## src/rtl/colour_sequencer.sv

```systemverilog
// colour_sequencer: walks the RGB converter through colour indices 0..7.
// For each colour it enables the converter for the read latency, captures the
// returned word and presents it downstream with a one-cycle valid strobe.
// It then dwells for a fixed time (auto mode) or waits for a step pulse (step mode).
module colour_sequencer #(
  parameter int unsigned DWELL      = 16,
  parameter int unsigned RD_LATENCY = 1
) (
  input  logic        clka,
  input  logic        rst_n,
  input  logic        start,
  input  logic        stop,
  input  logic        mode,
  input  logic        step,
  output logic [2:0]  colour,
  output logic        ena,
  input  logic [23:0] rgb_in,
  output logic [23:0] rgb_out,
  output logic        rgb_valid,
  output logic        busy
);

  localparam int unsigned LatW = (RD_LATENCY > 1) ? $clog2(RD_LATENCY) : 1;
  localparam int unsigned DwW  = (DWELL > 1) ? $clog2(DWELL) : 1;

  localparam logic [LatW-1:0] LatLast = LatW'(RD_LATENCY - 1);
  localparam logic [DwW-1:0]  DwLast  = DwW'(DWELL - 1);
  localparam logic [LatW-1:0] LatOne  = LatW'(1);
  localparam logic [DwW-1:0]  DwOne   = DwW'(1);

  typedef enum logic [1:0] {
    StIdle,
    StFetch,
    StCapture,
    StHold
  } state_e;

  state_e          state_q;
  logic [LatW-1:0] lat_cnt_q;
  logic [DwW-1:0]  dwell_cnt_q;

  // Sequencer FSM; every output is a register updated alongside the state.
  always_ff @(posedge clka) begin
    if (!rst_n) begin
      state_q     <= StIdle;
      lat_cnt_q   <= '0;
      dwell_cnt_q <= '0;
      colour      <= 3'd0;
      ena         <= 1'b0;
      rgb_out     <= 24'd0;
      rgb_valid   <= 1'b0;
      busy        <= 1'b0;
    end else begin
      // Strobe is only ever set by the CAPTURE branch below.
      rgb_valid <= 1'b0;
      unique case (state_q)
        StIdle: begin
          if (start) begin
            state_q   <= StFetch;
            lat_cnt_q <= '0;
            ena       <= 1'b1;
            busy      <= 1'b1;
          end
        end

        StFetch: begin
          if (lat_cnt_q == LatLast) begin
            state_q   <= StCapture;
            lat_cnt_q <= '0;
            ena       <= 1'b0;
          end else begin
            lat_cnt_q <= lat_cnt_q + LatOne;
          end
        end

        StCapture: begin
          rgb_out   <= rgb_in;
          rgb_valid <= 1'b1;
          state_q   <= StHold;
        end

        StHold: begin
          if (stop) begin
            // Colour and rgb_out are kept; a later start re-fetches this colour
            // with a fresh dwell.
            state_q     <= StIdle;
            busy        <= 1'b0;
            dwell_cnt_q <= '0;
          end else if (mode) begin
            if (dwell_cnt_q == DwLast) begin
              dwell_cnt_q <= '0;
              colour      <= colour + 3'd1;
              state_q     <= StFetch;
              lat_cnt_q   <= '0;
              ena         <= 1'b1;
            end else begin
              dwell_cnt_q <= dwell_cnt_q + DwOne;
            end
          end else begin
            dwell_cnt_q <= '0;
            if (step) begin
              colour    <= colour + 3'd1;
              state_q   <= StFetch;
              lat_cnt_q <= '0;
              ena       <= 1'b1;
            end
          end
        end

        default: begin
          state_q <= StIdle;
          ena     <= 1'b0;
          busy    <= 1'b0;
        end
      endcase
    end
  end

endmodule
```

## config.mk

```make
export PLATFORM = sky130hd
export DESIGN_NAME = colour_sequencer
export DESIGN_NICKNAME = d
export VERILOG_FILES = /design/src/rtl/colour_sequencer.sv
export SDC_FILE = /design/constraint.sdc
export NUM_CORES = 1
export LEC_CHECK = 0
export ABC_AREA = 1
export CORE_UTILIZATION = 48
export CTS_BUF_LIST = sky130_fd_sc_hd__clkbuf_4 sky130_fd_sc_hd__clkbuf_8
export CTS_CLUSTER_DIAMETER = 150
export CTS_CLUSTER_SIZE = 12
export DETAILED_ROUTE_END_ITERATION = 12
export MAX_ROUTING_LAYER = met4
export PLACE_DENSITY = 0.87
export SLEW_MARGIN = 20
export SYNTH_ARGS = -nofsm -noshare
export SYNTH_HDL_FRONTEND = slang
export SYNTH_SLANG_ARGS = --single-unit
```

## constraint.sdc

```tcl
create_clock -name clka -period 3.6 [get_ports clka]
set_input_delay 0.9 -clock clka [delete_from_list [all_inputs] [get_ports clka]]
set_output_delay 0.9 -clock clka [all_outputs]
set_load 0.1 [all_outputs]
```

==> impl_metrics.tcl, run 1 <==
set metrics [dict create \
    combPwrFrac_pct 61.7 \
    wire_length_of_the_first_global_routing_pass_mm 6.35 \
    cts_tree "yes" \
    via_count 1459 \
    largest_fanout_on_the_critical_path 3 \
    setup_viol_count_final 0 \
    overflow 0 \
    final-max-slew-violation-count 0 \
    fin_nets 294 \
    worstPathArrival_ns 1.87 \
    postSynth.asyncResetShare_pct 0 \
    max-vdd-ir-drop_v 0.000713 \
    post_drt_via_cell_ratio 4.85 \
    cpLargestDelayFamily "buffers and inverters" \
    track_usage_pct 25.5 \
    transition_time_at_the_pin_with_the_least_slew_margin_ns 0.985 \
    cts_num_sinks 36 \
    inserted_diodes 0 \
    postCtsHoldBufs 0 \
    die_w_um 58.4 \
    core_um2 3030 \
    finalCritPeriodShare_pct 76.9 \
    detail_route.iter0.violations 96 \
    post-cts-setup-buffers 0 \
    postSynthCellCount 195 \
    synth_warnings 0 \
    detail_route.first_pass.iterations 4 \
    regToRegStartpoint "state_q[0]" \
    max_cap_violations 0 \
    cpMaxStageDelayCell "sky130_fd_sc_hd__clkdlybuf4s50_1" \
    timing.slew.headroom_pct 34.1 \
    mapped_nets 233 \
    postLayoutCellArea_um2 2190 \
    place_hpwl_mm 2.61 \
    core.rowCount 20 \
    postCtsResizedCells 0 \
    clock_power_share_pct 11.4 \
    switching_part_of_the_total_pct 57.6 \
    syn_area_um2 1530 \
    grt_antenna_before_repair 0 \
    place.port_buffers 59 \
    finalWeightedCongestion 0.883 \
    initial_utilization_pct 50.4 \
    total_leakage_power_uw 0.000992 \
    p_sw_uw 1270 \
    clock_pin_slew_on_the_worst_setup_and_hold_paths_ns 0.11 \
    fillCellCount 244 \
    placed_cells 293 \
    buffering_stage_count_on_the_worst_path_with_inverters_included 1 \
    register_area_um2 721 \
    die-area_um2 3410 \
    critical_path.max_stage_delay_ns 1.14 \
    final_period_minus_worst_setup_slack_ns 2.77 \
    grt_pass1_vias 1518 \
    worst_hold_slack_ns 0.469 \
    post-synth-top-count-cell "sky130_fd_sc_hd__nor2_1" \
    layoutNonFillerInstCount 301 \
    yosys-top-cells-count "sky130_fd_sc_hd__nor2_1 (52), sky130_fd_sc_hd__dfxtp_1 (36), sky130_fd_sc_hd__o21ai_0 (24)" \
    rsz_0062_raised_after_global_routing "false" \
    antenna_violating_nets_post_route 0 \
    die-height_um 58.4 \
    wirelength_mm 3.63 \
    clockBufferDepth 2 \
    synth.avg_cell_area_um2 7.83 \
    pre_cts_slack_ns 1.23 \
    multi_input_comb_area_um2 704 \
    ys_ff_latch 36 \
    cts-htree-levels 2 \
    max_clock_freq_mhz 361 \
    critical_path.cell_chain "clkdlybuf4s50_1" \
    crit_type "register to output pin" \
    clock_skew_ns 0.00532 \
    crit_path_start "colour[1]" \
    ys_dominant_reg_cell "sky130_fd_sc_hd__dfxtp_1" \
    final.setup.tns_ns 0 \
    clk_latency_ns 0.35 \
    cts_inserted_buffers 5 \
    pwr_density_cell_nw_per_um2 1000 \
    placed_area_um2 2120 \
    startpoint_type "register" \
    power.sequential.fraction_pct 26.8 \
    yosys.area.top_type_share_pct 47.2 \
    clock-root-buffer "sky130_fd_sc_hd__clkbuf_4" \
    routedWlPerCell_um 12.0 \
    drive_gt1_share_pct 12.1 \
    synthTopCellsByArea "sky130_fd_sc_hd__dfxtp_1 (47%), sky130_fd_sc_hd__nor2_1 (13%), sky130_fd_sc_hd__o21ai_0 (7.9%)" \
    worst_setup_path_end_kind "output pin" \
    status "finished, final reports clean" \
    number_of_enable_flip_flop_cells_after_synthesis 0 \
    hold_path.startpoint "busy" \
    synthDistinctLibCells 24 \
    top_level_ports 60 \
    synth.yosys.seq_area_share_pct 47.2 \
    detail_route.drc_violations 0 \
    min_path_type "register to register" \
    post_route_setup_slack_ns 0.833 \
    syn_to_final_growth_pct 43.5 \
    intPower_uw 930 \
    grt_max_degree 26 \
    synth.largest_area_cell "sky130_fd_sc_hd__dfxtp_1" \
    timing.final.hold_violations 0 \
    crit_required_ns 2.70 \
]
## sequential cells by signal, summed over array words and instances (netlist names)
register     flops
colour           3
ena              1
busy             1
dwell_cnt_q      4
rgb_valid        1
rgb_out         24
state_q          2
## routing by layer
metal	GRT usage, %	routed length, µm
met3	9.01	250
met2	40.4	1700
met5	-	0
met1	28.8	1620
met4	11.9	52
## worst register-to-register path: stages (launching register included)
cell and delay [ns]:
sky130_fd_sc_hd__dfxtp_1 0.43, sky130_fd_sc_hd__inv_1 0.13, sky130_fd_sc_hd__ha_1 0.23, sky130_fd_sc_hd__inv_1 0.54, sky130_fd_sc_hd__nor2_1 0.09, sky130_fd_sc_hd__nor2_1 0.13
## cell usage in the layout, fill, tap and decap left out
master	instances
sky130_fd_sc_hd__o21ai_1	2
sky130_fd_sc_hd__clkbuf_4	7
sky130_fd_sc_hd__nand4_1	4
sky130_fd_sc_hd__dfxtp_1	36
sky130_fd_sc_hd__o21bai_1	1
sky130_fd_sc_hd__xnor2_1	1
sky130_fd_sc_hd__nand2_1	17
sky130_fd_sc_hd__a21oi_2	1
sky130_fd_sc_hd__nor2_2	1
sky130_fd_sc_hd__buf_4	15
sky130_fd_sc_hd__clkinv_1	1
sky130_fd_sc_hd__nand3_4	2
sky130_fd_sc_hd__nand3_1	7
sky130_fd_sc_hd__o21ai_0	24
sky130_fd_sc_hd__a31oi_1	1
sky130_fd_sc_hd__nor3_1	1
sky130_fd_sc_hd__inv_1	15
sky130_fd_sc_hd__clkbuf_8	1
sky130_fd_sc_hd__inv_2	3
sky130_fd_sc_hd__ha_1	8
sky130_fd_sc_hd__nor2_8	1
sky130_fd_sc_hd__nor2_1	52
sky130_fd_sc_hd__clkdlybuf4s50_1	46
sky130_fd_sc_hd__a21oi_1	8
sky130_fd_sc_hd__xor2_1	2
## final timing paths
check | endpoint | slack (ns) | cells past startpoint
worst max-delay path | colour[1] | 0.83 | 1
worst min-delay path | busy | 0.47 | 2
worst max register to register | rgb_out[23] | 2.00 | 5
worst min register to register | busy | 0.47 | 2
## power by group through the flow
stage	logic [µW]	registers (µW)	clock network (µW)
CTS	1360	589	259
floorplan	272	1380	0
global route	1440	605	271
finish	1360	589	251
detailed placement	1360	595	0
global placement	1350	589	0
## per-stage QoR
step	power (µW)	util, %
after global routing	2310	72.4
after detailed placement	1950	70.2
final	2190	72.4
after CTS	2210	72.4
after global placement	1940	70.2
after floorplan	1650	-
## cell type report
cell class	instances	share of cell area (%)
Clock buffer	8	3.03
Inverter	19	3.26
Multi-Input combinational cell	133	32.2
Sequential cell	36	32.9
Tap cell	44	2.51
Timing Repair Buffer	61	26.2
## logic make-up after synthesis
family / count (synthesis) / synth area share, %
and+or+nand+nor: 85 / 25.2
AOI/OAI and AO/OA: 37 / 12.6
xor gates and xnor gates: 3 / 1.72
DFF: 36 / 47.2
buffers and inverters: 26 / 6.64
adders and majority gates: 8 / 6.56
No activity file was read; power rests on OpenSTA's default activity.
==> run 2: changes to the inputs <==
--- a/config.mk
+++ b/config.mk
@@ -6,13 +6,13 @@
 export NUM_CORES = 1
 export LEC_CHECK = 0
 export ABC_AREA = 1
-export CORE_UTILIZATION = 48
+export CORE_UTILIZATION = 40
 export CTS_BUF_LIST = sky130_fd_sc_hd__clkbuf_4 sky130_fd_sc_hd__clkbuf_8
 export CTS_CLUSTER_DIAMETER = 150
 export CTS_CLUSTER_SIZE = 12
 export DETAILED_ROUTE_END_ITERATION = 12
 export MAX_ROUTING_LAYER = met4
-export PLACE_DENSITY = 0.87
+export PLACE_DENSITY = 0.77
 export SLEW_MARGIN = 20
 export SYNTH_ARGS = -nofsm -noshare
 export SYNTH_HDL_FRONTEND = slang
==> constraint.sdc (replaced) <==
create_clock -name clka -period 2.5 [get_ports clka]
set_input_delay 0.625 -clock clka [delete_from_list [all_inputs] [get_ports clka]]
set_output_delay 0.625 -clock clka [all_outputs]
set_load 0.1 [all_outputs]
==> run 2 against run 1 <==
Worst hold slack worse by 0.013 ns. Non-clock buffer count did not move. Power rose by 46%. Clock power is 75% higher. Critical path depth grew 5. Via count shrank 2.7%. Sequential share of layout area grew 0.094 points. Flip-flop and latch count stayed put. Combinational power up 40%. Critical endpoint is now rgb_out[9]. Largest power group unchanged. Highest routed layer unchanged.
==> impl_metrics.tcl, run 2 (same netlist as run 1, synthesis figures left out) <==
set metrics [dict create \
    status "finished, final reports clean" \
    cts_inserted_buffers 5 \
    inserted_diodes 0 \
    finalCritPeriodShare_pct 71.4 \
    startpoint_type "register" \
    place_hpwl_mm 2.41 \
    max_clock_freq_mhz 560 \
    crit_type "register to register" \
    layoutNonFillerInstCount 305 \
    placed_cells 297 \
    registers.top_by_ff_count "rgb_out" \
    endpoint_of_the_worst_register_to_register_path "rgb_out[9]" \
    wire_length_of_the_first_global_routing_pass_mm 5.93 \
    cp.depth 6 \
    clock_power_share_pct 13.7 \
    final_common_cell "sky130_fd_sc_hd__nor2_1" \
    place.port_buffers 59 \
    worst-r2r-setup-slack_ns 0.72 \
    largest_reg_flops 24 \
    max-vdd-ir-drop_v 0.000925 \
    critical_path.cell_chain "inv_1 > ha_1 > buf_4 > inv_1 > nor2_1 > nor2_1" \
    detail_route.first_pass.iterations 4 \
    routedWlPerCell_um 11.2 \
    die_w_um 63.8 \
    clock_pin_slew_on_the_worst_setup_and_hold_paths_ns 0.07 \
    cts_tree "yes" \
    regToRegStartpoint "state_q[0]" \
    final_period_minus_worst_setup_slack_ns 1.78 \
    drive_gt1_share_pct 18.7 \
    p_sw_uw 1820 \
    final-max-slew-violation-count 0 \
    critical_path.endpoint "rgb_out[9]" \
    overflow 0 \
    via_count 1420 \
    cpMaxStageDelayCell "sky130_fd_sc_hd__inv_1" \
    largest_fanout_on_the_critical_path 26 \
    worstPathArrival_ns 2.01 \
    grt_antenna_before_repair 0 \
    die-height_um 63.8 \
    fin_nets 294 \
    top_level_ports 60 \
    core.rowCount 22 \
    core_um2 3660 \
    clockBufferDepth 2 \
    syn_to_final_growth_pct 43.1 \
    total_leakage_power_uw 0.00103 \
    max_cap_violations 0 \
    pwr_density_cell_nw_per_um2 1460 \
    post-cts-setup-buffers 0 \
    largest_registers "rgb_out x24, dwell_cnt_q x4, colour x3" \
    buffering_stage_count_on_the_worst_path_with_inverters_included 3 \
    worst_setup_path_end_kind "register" \
    switching_part_of_the_total_pct 56.8 \
    detail_route.drc_violations 0 \
    postCtsHoldBufs 0 \
    ff2ff_path_depth 6 \
    initial_utilization_pct 41.7 \
    final.setup.tns_ns 0 \
    detail_route.iter0.violations 60 \
    clock-root-buffer "sky130_fd_sc_hd__clkbuf_8" \
    min_path_type "register to register" \
    rsz_0062_raised_after_global_routing "false" \
    critical_path.max_stage_delay_ns 0.57 \
    crit_path_start "state_q[0]" \
    post_drt_via_cell_ratio 4.66 \
    cts-htree-levels 2 \
    layout_common_cells "sky130_fd_sc_hd__nor2_1 (52), sky130_fd_sc_hd__dfxtp_1 (36), sky130_fd_sc_hd__buf_4 (32)" \
    timing.final.hold_violations 0 \
    intPower_uw 1380 \
    combPwrFrac_pct 59.6 \
    grt_pass1_vias 1405 \
    timing.slew.headroom_pct 50.6 \
    antenna_violating_nets_post_route 0 \
    wirelength_mm 3.42 \
    cpLargestDelayFamily "buffers and inverters" \
    postCtsResizedCells 0 \
    clock_skew_ns 0.00506 \
    die-area_um2 4070 \
    transition_time_at_the_pin_with_the_least_slew_margin_ns 0.741 \
    track_usage_pct 19.5 \
    power.sequential.fraction_pct 26.7 \
    setup_viol_count_final 0 \
    grt_max_degree 27 \
    finalWeightedCongestion 0.771 \
    crit_required_ns 2.72 \
    clk_latency_ns 0.29 \
    cts_num_sinks 36 \
]
-- run 2: layout make-up --
type | count | area [µm²]
clock buffers | 7 | 90.1
clock inverters | 1 | 7.51
fillers | 348 | 1480
inverters | 19 | 71.3
multi-input cells | 133 | 704
flip-flops and latches | 36 | 721
well taps | 48 | 60.1
repair buffers | 61 | 531
-- run 2: worst min-delay path by stage --
| stage | startpoint | to | slack, ns | depth (start not counted) |
|---|---|---|---|---|
| floorplan | dwell_cnt_q[0] | dwell_cnt_q[0] | 0.46 | 1 |
| global placement | busy | busy | 0.45 | 2 |
| detailed placement | busy | busy | 0.44 | 2 |
| CTS | busy | busy | 0.46 | 2 |
| global route | busy | busy | 0.49 | 2 |
| finish | busy | busy | 0.46 | 2 |
-- run 2: per-layer routing --
metal	global-route usage (%)	routed length (µm)
met2	31.5	1550
met1	21.9	1600
met4	8.52	59
met3	6.43	210
met5	-	0
-- run 2: power groups by stage --
stage / combinational, µW / clock, µW / sequential, µW
after global placement: 1900 / 0 / 857
final: 1910 / 438 / 853
after detailed placement: 1910 / 0 / 861
after CTS: 1920 / 450 / 852
after floorplan: 392 / 0 / 1980
after global routing: 2010 / 478 / 871
-- run 2: worst min-delay path: cells and delay by family (launching register included) --
kind	cells	cell delay, ns
AOI/OAI and AO/OA	1	0.05
DFF	1	0.32
buffers and inverters	1	0.05
-- run 2: through the flow --
stage	power, µW	hold WS (ns)	area [µm²]	util [%]	setup WS (ns)
after floorplan	2370	0.460	1530	-	0.879
after global placement	2760	0.445	2090	57.0	0.636
after detailed placement	2780	0.445	2090	57.0	0.609
after CTS	3220	0.456	2180	59.7	0.685
after global routing	3360	0.486	2180	59.7	0.501
final	3200	0.456	2180	59.7	0.715
==> run 3: changes to the inputs <==
==> constraint.sdc (replaced) <==
create_clock -name clka -period 1.6 [get_ports clka]
set_input_delay 0.4 -clock clka [delete_from_list [all_inputs] [get_ports clka]]
set_output_delay 0.4 -clock clka [all_outputs]
set_load 0.1 [all_outputs]
==> run 3 against run 2 <==
Utilization increased by 12 points. Critical path depth unchanged. Combinational power up 91%. Design area rose by 21%. Via count up 5.8%. Clock power grew 98%. Sequential power rose by 70%. Clock-buffer cell count is the same. Flip-flop and latch count unchanged. Clock skew is 0.0032 ns lower. First-iteration DRC count increased by 3.3%. Die area unchanged. Highest routed layer unchanged.
==> impl_metrics.tcl, run 3 (same netlist as run 1, synthesis figures left out) <==
set metrics [dict create \
    inserted_diodes 0 \
    intPower_uw 2980 \
    cts_inserted_buffers 5 \
    die-height_um 63.8 \
    die-area_um2 4070 \
    timing.slew.headroom_pct 79.6 \
    finalWeightedCongestion 0.847 \
    detail_route.iter0.violations 62 \
    fin_nets 299 \
    postCtsHoldBufs 0 \
    finalCritPeriodShare_pct 86.6 \
    p_sw_uw 2990 \
    via_count 1502 \
    clock-root-buffer "sky130_fd_sc_hd__clkbuf_8" \
    worst_setup_path_end_kind "register" \
    startpoint_type "register" \
    postCtsResizedCells 0 \
    status "finished, final reports clean" \
    setup_viol_count_final 0 \
    drive_gt1_share_pct 21.0 \
    max_cap_violations 0 \
    cts_tree "yes" \
    cts_num_sinks 36 \
    syn_to_final_growth_pct 73.0 \
    top_level_ports 60 \
    postLayoutCellArea_um2 2640 \
    total_leakage_power_uw 0.00117 \
    timing.final.hold_violations 0 \
    clockBufferDepth 2 \
    pwr_density_cell_nw_per_um2 2260 \
    max_clock_freq_mhz 722 \
    post-cts-setup-buffers 0 \
    final-max-slew-violation-count 0 \
    wire_length_of_the_first_global_routing_pass_mm 6.78 \
    grt_max_degree 26 \
    clk_latency_ns 0.29 \
    crit_required_ns 1.77 \
    cpMaxStageDelayCell "sky130_fd_sc_hd__dfxtp_1" \
    multi_input_comb_area_um2 704 \
    place.port_buffers 59 \
    p_total_uw 5980 \
    detail_route.drc_violations 0 \
    initial_utilization_pct 41.7 \
    track_usage_pct 22.4 \
    placed_area_um2 2510 \
    final_common_cell "sky130_fd_sc_hd__nor2_1" \
    detail_route.first_pass.iterations 4 \
    power.sequential.fraction_pct 24.3 \
    overflow 0 \
    fillCellCount 275 \
    rsz_0062_raised_after_global_routing "false" \
    post_drt_via_cell_ratio 4.85 \
    core_um2 3660 \
    routedWlPerCell_um 12.1 \
    registers.top_by_ff_count "rgb_out" \
    clock_pin_slew_on_the_worst_setup_and_hold_paths_ns 0.07 \
    crit_type "register to register" \
    cts-htree-levels 2 \
    transition_time_at_the_pin_with_the_least_slew_margin_ns 0.306 \
    worstPathArrival_ns 1.56 \
    clock_power_share_pct 14.5 \
    min_path_type "register to register" \
    final_period_minus_worst_setup_slack_ns 1.39 \
    place_hpwl_mm 2.85 \
    clock_skew_ns 0.00188 \
    largest_fanout_on_the_critical_path 4 \
    layout_common_cells "sky130_fd_sc_hd__nor2_1 (52), sky130_fd_sc_hd__dfxtp_1 (34), sky130_fd_sc_hd__buf_12 (31)" \
    wirelength_mm 3.75 \
    register_area_um2 723 \
    switching_part_of_the_total_pct 50.1 \
    largest_reg_flops 24 \
    die_w_um 63.8 \
    combPwrFrac_pct 61.1 \
    critical_path.max_stage_delay_ns 0.38 \
    antenna_violating_nets_post_route 0 \
    largest_registers "rgb_out x24, dwell_cnt_q x4, colour x3" \
    core.rowCount 22 \
    grt_pass1_vias 1641 \
    max-vdd-ir-drop_v 0.00161 \
    grt_antenna_before_repair 0 \
    critical_path.cell_chain "ha_1 > nand3_1 > nand2_1 > nand3_4 > xor2_1 > nor2_2" \
    final.setup.tns_ns 0 \
]
[run 3: critical path, delay by kind of cell (launching register included)]
kind,cells,cell delay (ns)
AND/OR/NAND/NOR,4,0.49
flip-flops,1,0.38
adder cells (fa/ha/maj),1,0.22
XOR/XNOR,1,0.18
[run 3: final cells by class]
type                    count  area share (%)
flip-flops and latches     36            27.4
repair buffers             66            36.2
clock inverters             1            1.14
multi-input cells         133            26.7
well taps                  48            2.27
clock buffers               7            3.65
inverters                  19            2.70
[run 3: final timing paths]
check             depth (start not counted)  slack, ns      startpoint         to
setup / recovery                          6       0.21  dwell_cnt_q[0]  colour[0]
setup reg to reg                          6       0.21  dwell_cnt_q[0]  colour[0]
hold / removal                            2       0.49            busy       busy
hold reg to reg                           2       0.49            busy       busy
[run 3: power by group through the flow]
| stage | Sequential, µW | Clock, µW | Combinational (µW) |
|---|---|---|---|
| 2_1_floorplan | 3090 | 0 | 613 |
| 3_3_place_gp | 1460 | 0 | 3630 |
| 3_5_place_dp | 1480 | 0 | 3670 |
| 4_1_cts | 1460 | 890 | 3680 |
| 5_1_grt | 1500 | 928 | 3840 |
| 6_report | 1450 | 867 | 3650 |
[run 3: per-layer routing]
layer	up-vias	track usage (%)	wire length (µm)
li1	754	-	-
met1	683	22.4	1470
met2	59	37.9	1890
met3	6	10.0	317
met4	0	9.38	72
met5	-	-	0
[run 3: stage by stage]
stage	std cells	hold slack (ns)	worst slack, ns	util [%]
global placement	302	0.477	0.0439	68.7
detailed placement	302	0.478	0.0171	68.7
floorplan	195	0.460	0.219	-
finish	310	0.488	0.214	72.1
CTS	310	0.489	0.199	72.1
global route	310	0.524	0.107	72.1
